<file path="src/rtl/rect_painter_pkg.sv">
// Shared definitions for the rectangle painter and the screen flasher:
// frame-buffer geometry, FSM encoding and the bound-clipping helper.
package rect_painter_pkg;

    localparam int SCR_WIDTH  = 112;
    localparam int SCR_HEIGHT = 112;
    localparam int ADDR_SIZE  = 14;
    localparam int COLOR_SIZE = 3;
    localparam int COOR_SIZE  = 7;

    typedef enum logic [1:0] {
        ST_IDLE  = 2'd0,
        ST_LATCH = 2'd1,
        ST_WRITE = 2'd2,
        ST_DONE  = 2'd3
    } state_t;

    // 8-bit sum cannot wrap for two 7-bit operands, so the min() is exact.
    function automatic logic [7:0] clip_end(input logic [6:0] start,
                                            input logic [6:0] len,
                                            input logic [7:0] limit);
        logic [7:0] sum;
        sum = {1'b0, start} + {1'b0, len};
        return (sum > limit) ? limit : sum;
    endfunction

endpackage

</file>
<file path="src/rtl/rect_painter_if.sv">
// Start/geometry request, frame-buffer write port and continuation handshake.
interface rect_painter_if #(
    parameter int ADDR_SIZE  = rect_painter_pkg::ADDR_SIZE,
    parameter int COLOR_SIZE = rect_painter_pkg::COLOR_SIZE
);
    logic                  in_cont_signal;
    logic [6:0]            rect_x;
    logic [6:0]            rect_y;
    logic [6:0]            rect_w;
    logic [6:0]            rect_h;
    logic [COLOR_SIZE-1:0] rect_color;
    logic [ADDR_SIZE-1:0]  write_addr;
    logic [COLOR_SIZE-1:0] write_data;
    logic                  write_en;
    logic                  out_cont_signal;
    logic                  next_fin_signal;
    logic                  busy;

    modport master (
        output in_cont_signal, rect_x, rect_y, rect_w, rect_h, rect_color, next_fin_signal,
        input  write_addr, write_data, write_en, out_cont_signal, busy
    );

    modport slave (
        input  in_cont_signal, rect_x, rect_y, rect_w, rect_h, rect_color, next_fin_signal,
        output write_addr, write_data, write_en, out_cont_signal, busy
    );
endinterface

</file>
<file path="src/rtl/coor_to_offset.sv">
// Linear frame-buffer offset of pixel (x, y); shared with the screen flasher.
module coor_to_offset #(
    parameter int COOR_SIZE = 8,
    parameter int SCR_WIDTH = rect_painter_pkg::SCR_WIDTH,
    parameter int ADDR_SIZE = rect_painter_pkg::ADDR_SIZE
) (
    input  logic [COOR_SIZE-1:0] x_i,
    input  logic [COOR_SIZE-1:0] y_i,
    output logic [ADDR_SIZE-1:0] offset_o
);
    assign offset_o = ADDR_SIZE'(x_i) + ADDR_SIZE'(y_i) * ADDR_SIZE'(SCR_WIDTH);
endmodule

</file>
<file path="src/rtl/rect_painter.sv">
// Fills a clipped rectangle into the frame buffer one pixel per cycle, then
// raises out_cont_signal until the downstream block reports it has finished.
module rect_painter #(
    parameter int SCR_WIDTH  = rect_painter_pkg::SCR_WIDTH,
    parameter int SCR_HEIGHT = rect_painter_pkg::SCR_HEIGHT,
    parameter int ADDR_SIZE  = rect_painter_pkg::ADDR_SIZE,
    parameter int COLOR_SIZE = rect_painter_pkg::COLOR_SIZE
) (
    input  logic          Clck,
    input  logic          Reset,
    rect_painter_if.slave bus
);
    import rect_painter_pkg::*;

    localparam logic [7:0] W8 = 8'(SCR_WIDTH);
    localparam logic [7:0] H8 = 8'(SCR_HEIGHT);

    state_t                state_q;
    logic [6:0]            rx_q, ry_q, rw_q, rh_q;
    logic [COLOR_SIZE-1:0] color_q;
    logic [7:0]            x_q, y_q, x_end_q, y_end_q;
    logic [ADDR_SIZE-1:0]  addr_q;
    logic [COLOR_SIZE-1:0] data_q;
    logic                  wen_q, out_cont_q, busy_q;

    logic [7:0]            x_end_d, y_end_d;
    logic                  empty_d, col_last, row_last;
    logic [ADDR_SIZE-1:0]  offset;

    assign x_end_d  = clip_end(rx_q, rw_q, W8);
    assign y_end_d  = clip_end(ry_q, rh_q, H8);
    // Nothing visible on screen: skip straight to completion.
    assign empty_d  = (rw_q == 7'd0) || (rh_q == 7'd0)
                   || ({1'b0, rx_q} >= W8) || ({1'b0, ry_q} >= H8);
    assign col_last = (x_q + 8'd1) == x_end_q;
    assign row_last = (y_q + 8'd1) == y_end_q;

    coor_to_offset #(
        .COOR_SIZE (8),
        .SCR_WIDTH (SCR_WIDTH),
        .ADDR_SIZE (ADDR_SIZE)
    ) u_offset (
        .x_i      (x_q),
        .y_i      (y_q),
        .offset_o (offset)
    );

    always_ff @(posedge Clck or negedge Reset) begin
        if (!Reset) begin
            state_q    <= ST_IDLE;
            rx_q       <= '0;
            ry_q       <= '0;
            rw_q       <= '0;
            rh_q       <= '0;
            color_q    <= '0;
            x_q        <= '0;
            y_q        <= '0;
            x_end_q    <= '0;
            y_end_q    <= '0;
            addr_q     <= '0;
            data_q     <= '0;
            wen_q      <= 1'b0;
            out_cont_q <= 1'b0;
            busy_q     <= 1'b0;
        end else begin
            wen_q <= 1'b0;
            case (state_q)
                ST_IDLE: begin
                    if (bus.in_cont_signal) begin
                        rx_q    <= bus.rect_x;
                        ry_q    <= bus.rect_y;
                        rw_q    <= bus.rect_w;
                        rh_q    <= bus.rect_h;
                        color_q <= bus.rect_color;
                        busy_q  <= 1'b1;
                        state_q <= ST_LATCH;
                    end
                end
                ST_LATCH: begin
                    x_end_q <= x_end_d;
                    y_end_q <= y_end_d;
                    x_q     <= {1'b0, rx_q};
                    y_q     <= {1'b0, ry_q};
                    state_q <= empty_d ? ST_DONE : ST_WRITE;
                end
                ST_WRITE: begin
                    wen_q  <= 1'b1;
                    addr_q <= offset;
                    data_q <= color_q;
                    if (col_last) begin
                        x_q <= {1'b0, rx_q};
                        if (row_last) begin
                            state_q <= ST_DONE;
                        end else begin
                            y_q <= y_q + 8'd1;
                        end
                    end else begin
                        x_q <= x_q + 8'd1;
                    end
                end
                ST_DONE: begin
                    // Release only after out_cont_signal has actually been seen high.
                    if (out_cont_q && bus.next_fin_signal) begin
                        out_cont_q <= 1'b0;
                        busy_q     <= 1'b0;
                        state_q    <= ST_IDLE;
                    end else begin
                        out_cont_q <= 1'b1;
                    end
                end
                default: state_q <= ST_IDLE;
            endcase
        end
    end

    assign bus.write_addr      = addr_q;
    assign bus.write_data      = data_q;
    assign bus.write_en        = wen_q;
    assign bus.out_cont_signal = out_cont_q;
    assign bus.busy            = busy_q;

endmodule

</file>
<file path="src/flat_wrapper.sv">
// flat-port wrapper written by rule: the top's interface ports become plain ports
module rect_painter_flat import rect_painter_pkg::*;
#(
    parameter int SCR_WIDTH  = rect_painter_pkg::SCR_WIDTH,
    parameter int SCR_HEIGHT = rect_painter_pkg::SCR_HEIGHT,
    parameter int ADDR_SIZE  = rect_painter_pkg::ADDR_SIZE,
    parameter int COLOR_SIZE = rect_painter_pkg::COLOR_SIZE
)
  (Clck, Reset, bus_in_cont_signal, bus_rect_x, bus_rect_y, bus_rect_w, bus_rect_h, bus_rect_color, bus_next_fin_signal, bus_write_addr, bus_write_data, bus_write_en, bus_out_cont_signal, bus_busy);
  rect_painter_if #(.ADDR_SIZE(ADDR_SIZE), .COLOR_SIZE(COLOR_SIZE)) bus_i ();
  input  logic Clck;
  input  logic Reset;
  input wire logic [$bits(bus_i.in_cont_signal)-1:0] bus_in_cont_signal;
  input wire logic [$bits(bus_i.rect_x)-1:0] bus_rect_x;
  input wire logic [$bits(bus_i.rect_y)-1:0] bus_rect_y;
  input wire logic [$bits(bus_i.rect_w)-1:0] bus_rect_w;
  input wire logic [$bits(bus_i.rect_h)-1:0] bus_rect_h;
  input wire logic [$bits(bus_i.rect_color)-1:0] bus_rect_color;
  input wire logic [$bits(bus_i.next_fin_signal)-1:0] bus_next_fin_signal;
  output wire logic [$bits(bus_i.write_addr)-1:0] bus_write_addr;
  output wire logic [$bits(bus_i.write_data)-1:0] bus_write_data;
  output wire logic [$bits(bus_i.write_en)-1:0] bus_write_en;
  output wire logic [$bits(bus_i.out_cont_signal)-1:0] bus_out_cont_signal;
  output wire logic [$bits(bus_i.busy)-1:0] bus_busy;
  assign bus_i.in_cont_signal = bus_in_cont_signal;
  assign bus_i.rect_x = bus_rect_x;
  assign bus_i.rect_y = bus_rect_y;
  assign bus_i.rect_w = bus_rect_w;
  assign bus_i.rect_h = bus_rect_h;
  assign bus_i.rect_color = bus_rect_color;
  assign bus_i.next_fin_signal = bus_next_fin_signal;
  assign bus_write_addr = bus_i.write_addr;
  assign bus_write_data = bus_i.write_data;
  assign bus_write_en = bus_i.write_en;
  assign bus_out_cont_signal = bus_i.out_cont_signal;
  assign bus_busy = bus_i.busy;
  rect_painter #(.SCR_WIDTH(SCR_WIDTH), .SCR_HEIGHT(SCR_HEIGHT), .ADDR_SIZE(ADDR_SIZE), .COLOR_SIZE(COLOR_SIZE)) u_core (.Clck(Clck), .Reset(Reset), .bus(bus_i));
endmodule
</file>
<file path="config.mk">
export PLATFORM = sky130hd
export DESIGN_NAME = rect_painter_flat
export DESIGN_NICKNAME = d
export VERILOG_FILES = /design/src/rtl/rect_painter_pkg.sv /design/src/rtl/rect_painter_if.sv /design/src/rtl/coor_to_offset.sv /design/src/rtl/rect_painter.sv /design/src/flat_wrapper.sv
export SDC_FILE = /design/constraint.sdc
export NUM_CORES = 1
export LEC_CHECK = 0
export CAP_MARGIN = 30
export CORE_MARGIN = 2
export CORE_UTILIZATION = 50
export CTS_CLUSTER_DIAMETER = 100
export DETAILED_ROUTE_END_ITERATION = 12
export PLACE_DENSITY = 0.69
export SLEW_MARGIN = 5
export SYNTH_ARGS = -nofsm -noshare
export SYNTH_HDL_FRONTEND = slang
export SYNTH_SLANG_ARGS = --single-unit
export TNS_END_PERCENT = 1
</file>
<file path="constraint.sdc">
create_clock -name Clck -period 4 [get_ports Clck]
set_clock_uncertainty 0.15 [all_clocks]
set_input_delay 0.6 -clock Clck [delete_from_list [all_inputs] [get_ports Clck]]
set_output_delay 0.6 -clock Clck [all_outputs]
set_load 0.02 [all_outputs]
</file>
# --- Word-level counts from Yosys, hierarchy flattened ---
# Cells that the tools add are included.
# W data, S select, Z words.
word_totals:
  romBits: 0
  ramBits: 0
  in_bits: 35
  out_inout_bits: 20
  latch_bits: 0
  register_bits: 85
  n_memories: 0
op_classes:
  order_cmp: 4
  n_bitwise: 0
  shifts: 0
  n_reduce_logical: 13
  n_div: 0
  multipliers: 1
  eq_ne: 10
  n_addsub: 5
  n_mux: 18
op_table:
  columns: ["operator", "n"]
  rows:
  - ["$mux W8", 5]
  - ["$pmux W8 S2", 2]
  - ["$add A7 B7 Y8", 2]
  - ["$add A8 B1 Y8 const B", 2]
  - ["$eq A8 B8 Y1", 2]
  - ["$gt A8 B7 Y1 const B", 2]
  - ["$add A8 B14 Y14", 1]
  - ["$ge A7 B7 Y1 const B", 2]
  - ["$logic_not A7 Y1", 2]
  - ["$mul A8 B3 Y10 const B", 1]
  - ["$mux W2", 4]
  - ["$pmux W2 S4", 1]
  - ["$ne A2 B1 Y1 const B", 3]
  - ["$reduce_and A3 Y1", 2]
  - ["$mux W1", 5]
  - ["$eq A2 B2 Y1 const B", 2]
  - ["$ne A2 B2 Y1 const B", 2]
  - ["$reduce_and A4 Y1", 1]
  - ["$reduce_bool A2 Y1", 2]
  - ["$logic_or A1 B1 Y1", 3]
  - ["$eq A2 B1 Y1 const B", 1]
  - ["$logic_not A2 Y1", 1]
  - ["$pmux W1 S2", 1]
  - ["$reduce_and A2 Y1", 1]
  - ["$logic_and A1 B1 Y1", 1]

# --- Depth between registers and ports, before layout ---
# Gate-level depths: netlist of the first run.
logic_depth:
  ltp_word: 6
  depth_mapped: 10
  depth_no_buf: 10

# --- By module ---
# From an unflattened synthesis of the first run, not the netlist that was laid out.
hier_totals:
  cells_unflattened: 493
  hier_area_um2: 5444.0
by_module_without_submodules:
  columns: ["module", "n_inst", "cells_each", "area_each_um2"]
  rows:
  - ["rect_painter", 1, 418, 4718.3]
  - ["coor_to_offset", 1, 75, 725.7]

# --- Least setup slack after synthesis of the first run ---
# No wires, ideal clock.
synth_timing:
  path_type: "register -> register"
  from: "register u_core.y_q[2]"
  to: "register u_core.addr_q[13] (netlist: u_core.bus.write_addr[13])"
  n_path_buf: 0
  t_required_ps: 3725
  arrival_time_ps: 2925
  stages_incl_launch_ff: 11
  setup_ps: 125
  path_slack_ps: 801
  path_cell_list: "dfrtp_1 fa_1 ha_1 fa_1 ha_1 a21oi_1 a21oi_1 and3_1 nand3_1 xnor3_1 mux2_2"
synth_via:
  elab_chain_len: 2
synth_rtl:
  columns: ["item", "line_no", "source"]
  rows:
  - ["from (decl)", "rect_painter.sv:21", "logic [7:0] x_q, y_q, x_end_q, y_end_q;"]
  - ["from (signal assigned)", "rect_painter.sv:83", "y_q <= {1'b0, ry_q};"]
  - ["from (signal assigned)", "rect_painter.sv:95", "y_q <= y_q + 8'd1;"]
  - ["$mul A8 B3 Y10", "coor_to_offset.sv:11", "assign offset_o = ADDR_SIZE'(x_i) + ADDR_SIZE'(y_i) * ADDR_SIZE'(SCR_WIDTH);"]
  - ["$add A8 B14 Y14", "coor_to_offset.sv:11", null]
  - ["to (signal assigned)", "rect_painter.sv:88", "addr_q <= offset;"]
  - ["to (decl)", "rect_painter.sv:22", "logic [ADDR_SIZE-1:0] addr_q;"]
# No other way between the ends.
# A chain may end at the register's enable or synchronous reset.

# --- Worst setup path after layout of the first run ---
# Ends and elaborated chain as after synthesis.

==> flow_summary.toml, run 1 <==
[status]
status = "complete, no violations"

[cts]
cts_tree = "done"
cts_max_level = 3
cts_buffers = 9
cts_buffer_depth = 2
clk_pin_slew_ns = 0.09
cts-root-buf = "clkbuf_8"
cts_resized = 0
cts_sinks = 85
insertion_delay_ns = 0.36

[yosys]
ys_async_sr_fraction = 1.00
synth_top_area_cell = "dfrtp_1"
synth_nets = 592
synth_edf_count = 0
synth_area_sq_um = 5410
synth-seq-cells = 85
synthDistinctLibCells = 66
synth.avg_cell_area_sq_um = 10.6
syn_inst = 508
seq_area_frac_synth = 0.393
yosysWarnings = 0
synth_flop_cell = "dfrtp_1"
synth_top_area_frac = 0.393
synth_area_leaders = "dfrtp_1, ha_1, mux2_2"

[timing]
slew_violations = 0
rsz0062_at_grt = "no"
setup_viol = 0
slew_headroom = 0.476
worst_slew_pin_slew_ns = 0.786
post-route-min-period_ns = 3.44
timing.setup.tns_ns = 0
post-route-period-util = 0.860
hold_viol = 0
max_freq_mhz = 291

[route]
drt_first_pass_iters = 5
wl_mm = 11.3
ant_nets = 0
post-route-drc-count = 0
drt-initial-drc-count = 132
post_drt_wl_per_cell_um = 16.2
via_per_inst = 5.71
num_vias = 4008

[die]
initial_utilization = 0.519
io_pins = 55
core_sq_um = 10400
die_area_sq_um = 11700
rows = 37
dieHeight_um = 108
fp.dieW_um = 108

[global_route]
grt_pass1_wl_mm = 19.2
grt_pass1_vias = 4012
grt-ovfl-total = 0
grt_start_max_net_pins = 75
grt_usage = 0.210
antenna_found_initial = 0

[worst_hold_path]
min_from = "u_core.color_q[1]"
holdPathEnd = "u_core.bus.write_data[1]"
hold_depth = 1
worstHoldPathType = "reg2reg"

[power]
p_leak_uw = 0.00318
power.density_nw_per_um2 = 253
peakVddDrop_v = 0.000197
power_uw = 1590

[worst_setup_path]
endpoint_kind = "register"
critPathLaunch = "u_core.y_q[2]"
reg2reg_slack_ns = 0.56
ff2ff_path_depth = 10
critPathKind = "reg2reg"
cp.arrival_ns = 3.54
crit-reg2reg-capture = "u_core.bus.write_addr[13]"
cp_max_fo = 9
worstPathRequired_ns = 4.10
cp-start-kind = "register"
rr_startpoint = "u_core.y_q[2]"

[finish]
syn_to_final_growth_pct = 16.5
final_common_cell = "dfrtp_1"
design_area_sq_um = 6300
final_nets = 645
final_core_util = 0.605
final_cell_mix = "dfrtp_1, clkdlybuf4s50_1, mux2_2"
finalNonFillerCells = 702
drive_gt1_frac = 0.124
antennaDiodeCount = 0

[placed_design]
portBuffers = 54
dp.final_hpwl_mm = 8.41
dpl.cell_count = 684
post_dp_cell_area_sq_um = 6050
gp_congestion = 0.856

[flow_run]
max_cap_viol_count = 0
## worst max path at each step
| stage | slack, ns | to | depth (start not counted) |
|---|---|---|---|
| floorplan | 0.80 | u_core.bus.write_addr[13] | 10 |
| global placement | 0.67 | u_core.bus.write_addr[13] | 10 |
| detailed placement | 0.55 | u_core.bus.write_addr[13] | 10 |
| CTS | 0.55 | u_core.bus.write_addr[13] | 10 |
| global route | 0.38 | u_core.bus.write_addr[13] | 10 |
| finish | 0.56 | u_core.bus.write_addr[13] | 10 |
## report_power, final
group          total [uW]  switching, uW  internal [uW]
combinational        54.7           21.8           32.9
sequential            858              0            858
clock                 680            325            355
total                1590            347           1250
## through the flow
| stage | hold WS (ns) | setup slack [ns] |
|---|---|---|
| finish | 0.366 | 0.560 |
| global route | 0.386 | 0.379 |
| CTS | 0.254 | 0.545 |
| detailed placement | 0.345 | 0.552 |
| global placement | 0.331 | 0.674 |
| floorplan | 0.154 | 0.801 |
## what timing repair did
item	CTS	global route
hold endpoints to repair	0	6
setup buffers	0	0
hold buffers	0	1
## registers in the layout, indices dropped and copies added (netlist names), 2 cells and up
register	flops
u_core.rh_q	7
u_core.x_end_q	8
u_core.rw_q	7
u_core.y_end_q	8
u_core.bus.write_data	3
u_core.ry_q	7
u_core.state_q	2
u_core.bus.write_addr	14
u_core.y_q	8
u_core.rx_q	7
u_core.x_q	8
u_core.color_q	3
## routing by layer
layer / vias up / GRT usage / share of wire
met3: 15 / 0.0374 / 0.048
met5: - / 0 / 0
li1: 1948 / - / -
met2: 99 / 0.336 / 0.47
met4: 0 / 0.0687 / 0.013
met1: 1946 / 0.291 / 0.47
## area by class of cell
cell class	instances	area, sq um
fillers	895	4110
flip-flops and latches	85	2130
repair buffers	60	606
inverters	24	90.1
well taps	136	170
multi-input cells	381	3090
clock buffers	11	131
clock inverters	5	83.8
## worst max-delay path: stages (launching register included)
cell,delay [ns]
dfrtp_1,0.59
fa_1,0.49
ha_1,0.22
fa_1,0.45
ha_1,0.37
a21oi_1,0.08
a21oi_1,0.23
and3_1,0.22
nand3_1,0.09
xnor3_1,0.18
mux2_2,0.26
## synthesized netlist by cell type, types with 5 or more instances
master,instances
a21boi_0,5
nand2_1,26
buf_1,5
a21o_1,9
nor3_1,7
a31oi_1,5
o22ai_1,5
xor2_1,18
nor2_1,18
nand4_1,5
nor2b_1,11
xnor2_1,23
inv_1,23
o21ai_0,19
nand3_1,19
fa_1,11
clkbuf_1,7
ha_1,38
a21oi_1,32
mux2i_1,10
mux2_2,42
and3_1,6
or4_1,5
dfrtp_1,85
## cell families after synthesis
group	share of synthesized area
AOI/OAI and AO/OA	0.155
DFF	0.393
muxes	0.106
and+or+nand+nor	0.112
xor gates and xnor gates	0.0706
adders and majority gates	0.129
buffers and inverters	0.0345
Power figures use the tool's default switching activity.
==> inputs of run 2 (changes only) <==
--- a/config.mk
+++ b/config.mk
@@ -15,4 +15,3 @@
 export SYNTH_ARGS = -nofsm -noshare
 export SYNTH_HDL_FRONTEND = slang
 export SYNTH_SLANG_ARGS = --single-unit
-export TNS_END_PERCENT = 1
==> constraint.sdc (replaced) <==
create_clock -name Clck -period 4.2 [get_ports Clck]
set_clock_uncertainty 0.15 [all_clocks]
set_input_delay 0.63 -clock Clck [delete_from_list [all_inputs] [get_ports Clck]]
set_output_delay 0.63 -clock Clck [all_outputs]
set_load 0.02 [all_outputs]
==> flow_summary.toml, run 2 (same netlist as run 1, synthesis figures left out) <==
[finish]
final_nets = 643
antennaDiodeCount = 0
multi_input_area_sq_um = 3090
final_cell_mix = "dfrtp_1, clkdlybuf4s50_1, mux2_2"
fillers = 883
largest_reg_flops = 14
syn_to_final_growth_pct = 15.4
drive_gt1_frac = 0.124
regArea_sq_um = 2130
final_common_cell = "dfrtp_1"
design_area_sq_um = 6240

[timing]
post-route-period-util = 0.806
setup_viol = 0
post-route-min-period_ns = 3.38
hold_viol = 0
max_freq_mhz = 296
rsz0062_at_grt = "no"
slew_headroom = 0.500
worst_slew_pin_slew_ns = 0.750
slew_violations = 0
timing.setup.tns_ns = 0

[global_route]
grt-ovfl-total = 0
busiest_layer = "met2"
grt_pass1_vias = 3897
grt_usage = 0.206
grt_start_max_net_pins = 57
antenna_found_initial = 0
met2_usage = 0.320
gr-usage-met3 = 0.0392
gr-usage-met1 = 0.293
grt_pass1_wl_mm = 18.9

[die]
fp.dieW_um = 108
die_area_sq_um = 11700
rows = 37
io_pins = 55
initial_utilization = 0.519
core_sq_um = 10400
dieHeight_um = 108

[worst_setup_path]
crit_chain = "fa_1, ha_1, fa_1, ha_1, a21oi_1, a21oi_1, and3_1, nand3_1, xnor3_1, mux2_2"
cp_max_fo = 9
critPathLaunch = "u_core.y_q[2]"
reg2reg_slack_ns = 0.82
critPathKind = "reg2reg"
endpoint_kind = "register"
cp.arrival_ns = 3.47
cpPeakStageDelay_ns = 0.57
worstPathRequired_ns = 4.29
rr_startpoint = "u_core.y_q[2]"
cp-start-kind = "register"
crit-reg2reg-capture = "u_core.bus.write_addr[13]"
critPathSlowestCell = "dfrtp_1"
ff2ff_path_depth = 10

[placed_design]
gp_congestion = 0.820
post_dp_cell_area_sq_um = 6050
portBuffers = 54
dp.final_hpwl_mm = 8.39

[worst_hold_path]
worstHoldPathType = "in2async"

[cts]
clk_pin_slew_ns = 0.09
cts_setup_buffers = 0
cts-root-buf = "clkbuf_8"
cts_sinks = 85
cts_tree = "done"
cts_buffers = 9
cts_buffer_depth = 2
cts_resized = 0
cts_max_level = 3
insertion_delay_ns = 0.35
ctsHoldBuffers = 0

[route]
num_vias = 3948
post_drt_wl_per_cell_um = 15.7
drt-initial-drc-count = 215
drt_first_pass_iters = 4
post-route-drc-count = 0
ant_nets = 0
wl_mm = 11.0
via_per_inst = 5.64

[status]
status = "complete, no violations"

[power]
p_leak_uw = 0.00316
power.density_nw_per_um2 = 230
peakVddDrop_v = 0.000164

[flow_run]
max_cap_viol_count = 0
-- run 2: worst max path at each step --
stage	end	slack [ns]	cells after the start
2_1_floorplan	u_core.bus.write_addr[13]	1.00	10
3_3_place_gp	u_core.bus.write_addr[13]	0.88	10
3_5_place_dp	u_core.bus.write_addr[13]	0.77	10
4_1_cts	u_core.bus.write_addr[13]	0.78	10
5_1_grt	u_core.bus.write_addr[13]	0.59	10
6_report	u_core.bus.write_addr[13]	0.82	10
-- run 2: routing by layer --
layer,routed length [um],share of wire
met5,0,0
met4,110,0.010
met3,555,0.050
met2,5130,0.47
met1,5220,0.47
-- run 2: cell type report --
cell class / count / area share
multi-input cells: 381 / 0.496
flip-flops and latches: 85 / 0.341
inverters: 24 / 0.0144
repair buffers: 58 / 0.0910
clock buffers: 10 / 0.0205
clock inverters: 6 / 0.0100
well taps: 136 / 0.0273
-- run 2: through the flow --
step	total power, uW	hold WS (ns)	utilization	instances	setup slack [ns]
after detailed placement	884	0.342	0.581	684	0.773
final	1440	0.158	0.599	700	0.817
after CTS	1460	0.208	0.599	700	0.780
after floorplan	835	0.184	-	508	1.00
after global placement	883	0.331	0.581	684	0.875
after global routing	1490	0.216	0.599	700	0.590
-- run 2: power breakdown --
| part | total, uW | leakage [uW] | internal (uW) | switching [uW] |
|---|---|---|---|---|
| Combinational | 47.7 | 0.00191 | 27.9 | 19.8 |
| Clock | 572 | 0.000100 | 276 | 296 |
| Sequential | 817 | 0.00115 | 817 | 0 |
| Total | 1440 | 0.00316 | 1120 | 316 |
-- run 2: critical path: cells and delay by family (launching register included) --
family	cells	cell delay, ns
adders and majority gates	4	1.50
DFF	1	0.57
and+or+nand+nor	2	0.32
xor gates and xnor gates	1	0.19
muxes	1	0.26
AOI/OAI and AO/OA	2	0.29
==> inputs of run 3 (changes only) <==
--- a/config.mk
+++ b/config.mk
@@ -10,7 +10,7 @@
 export CORE_UTILIZATION = 50
 export CTS_CLUSTER_DIAMETER = 100
 export DETAILED_ROUTE_END_ITERATION = 12
-export PLACE_DENSITY = 0.69
+export PLACE_DENSITY = 0.71
 export SLEW_MARGIN = 5
 export SYNTH_ARGS = -nofsm -noshare
 export SYNTH_HDL_FRONTEND = slang
==> constraint.sdc (replaced) <==
create_clock -name Clck -period 3.1 [get_ports Clck]
set_clock_uncertainty 0.15 [all_clocks]
set_input_delay 0.465 -clock Clck [delete_from_list [all_inputs] [get_ports Clck]]
set_output_delay 0.465 -clock Clck [all_outputs]
set_load 0.02 [all_outputs]
==> flow_summary.toml, run 3 (same netlist as run 1, synthesis figures left out) <==
[finish]
syn_to_final_growth_pct = 19.6
final_common_cell = "dfrtp_1"
drive_gt1_frac = 0.173
finalNonFillerCells = 724
final_nets = 667
final_core_util = 0.621
largest_reg_flops = 14
design_area_sq_um = 6470
final_cell_mix = "dfrtp_1, clkdlybuf4s50_1, mux2_2"
antennaDiodeCount = 0

[status]
violations = "negative hold slack"
status = "finished with violations"

[worst_setup_path]
cpPeakStageDelay_ns = 0.52
worst-path-stages = 10
cp.arrival_ns = 3.18
ff2ff_path_depth = 10
critPathSlowestCell = "fa_1"
endpoint_kind = "register"
critPathKind = "reg2reg"
critPathTopFamily = "adder cells"
cp-start-kind = "register"
crit_buf_inv = 0
worstPathRequired_ns = 3.21
cp_max_fo = 3
crit_chain = "fa_1, ha_2, fa_1, ha_4, nand3_1, a21oi_2, and3_1, nand3_1, xnor3_1, mux2_2"

[power]
power.density_nw_per_um2 = 310
peakVddDrop_v = 0.000198
p_leak_uw = 0.00328

[timing]
worst_slew_pin_slew_ns = 0.733
max_freq_mhz = 325
slew_headroom = 0.511
whs_ns = -0.00570
rsz0062_at_grt = "yes"
post-route-period-util = 0.992
setup_viol = 0
post-route-min-period_ns = 3.07
timing.setup.tns_ns = 0
slew_violations = 0
hold_viol = 5

[die]
dieHeight_um = 108
initial_utilization = 0.519
die_area_sq_um = 11700
rows = 37
core_sq_um = 10400
fp.dieW_um = 108
io_pins = 55

[global_route]
grt_pass1_vias = 4117
antenna_found_initial = 0
grt-ovfl-total = 0
grt_usage = 0.212
grt_start_max_net_pins = 57
grt_pass1_wl_mm = 19.6

[route]
drt-initial-drc-count = 119
via_per_inst = 5.61
ant_nets = 0
post_drt_wl_per_cell_um = 15.7
wl_mm = 11.4
drt_first_pass_iters = 4
num_vias = 4065
post-route-drc-count = 0

[cts]
cts-root-buf = "clkbuf_8"
clk_pin_slew_ns = 0.10
insertion_delay_ns = 0.36
ctsHoldBuffers = 0
cts_buffers = 9
cts_tree = "done"
cts_buffer_depth = 2
cts_max_level = 3
cts_sinks = 85

[placed_design]
dp.final_hpwl_mm = 8.65
portBuffers = 54
post_dp_cell_area_sq_um = 6230
dpl.cell_count = 706
gp_congestion = 0.863

[flow_run]
max_cap_viol_count = 0

[worst_hold_path]
worstHoldPathType = "in2async"
## run 3: area by class of cell
type	count	area (sq um)
Sequential cell	85	2130
Timing Repair Buffer	82	748
Inverter	24	90.1
Multi-Input combinational cell	381	3130
Clock buffer	9	124
Clock inverter	7	80.1
Fill cell	851	3950
Tap cell	136	170
## run 3: path summary, 6_finish.rpt
path | startpoint | to | slack, ns
max | u_core.y_q[1] | u_core.bus.write_addr[13] | 0.03
min | Reset | u_core.bus.write_addr[12] | -0.006
max reg2reg | u_core.y_q[1] | u_core.bus.write_addr[13] | 0.03
min reg2reg | u_core.color_q[1] | u_core.bus.write_data[1] | 0.36
max in group asynchronous | Reset | u_core.bus.write_addr[5] | 2.08
min in group Clck | u_core.color_q[1] | u_core.bus.write_data[1] | 0.36
## run 3: power by group
group | total [uW] | internal (uW) | switching (uW)
clock network | 830 | 386 | 444
logic | 66.5 | 38.8 | 27.7
registers | 1110 | 1110 | 0
## run 3: through the flow
step | total power (uW) | setup WS, ns
2_1_floorplan | 1130 | 0.00570
3_3_place_gp | 1200 | 0.0216
3_5_place_dp | 1200 | -0.0381
4_1_cts | 2030 | -0.00463
5_1_grt | 2090 | -0.0983
6_report | 2000 | 0.0262
## run 3: metal layers
layer / global-route usage / wire [um] / part of all wire / vias to the layer above
li1: - / - / - / 1992
met3: 0.0410 / 511 / 0.045 / 12
met2: 0.350 / 5450 / 0.48 / 93
met1: 0.285 / 5290 / 0.46 / 1968
met5: 0 / 0 / 0 / -
met4: 0.0604 / 120 / 0.011 / 0
## run 3: worst register-to-register path: stages (launching register included)
cell and delay, ns:
dfrtp_2 0.45, fa_1 0.52, ha_2 0.18, fa_1 0.45, ha_4 0.30, nand3_1 0.07, a21oi_2 0.14, and3_1 0.18
nand3_1 0.09, xnor3_1 0.18, mux2_2 0.27
## run 3: timing repair
item                                   CTS  global route
pin swaps                                3             4
endpoints found under the hold margin    0             0
gates resized for setup                  2             1
buffers inserted                         1             1
setup endpoints to repair                1             2
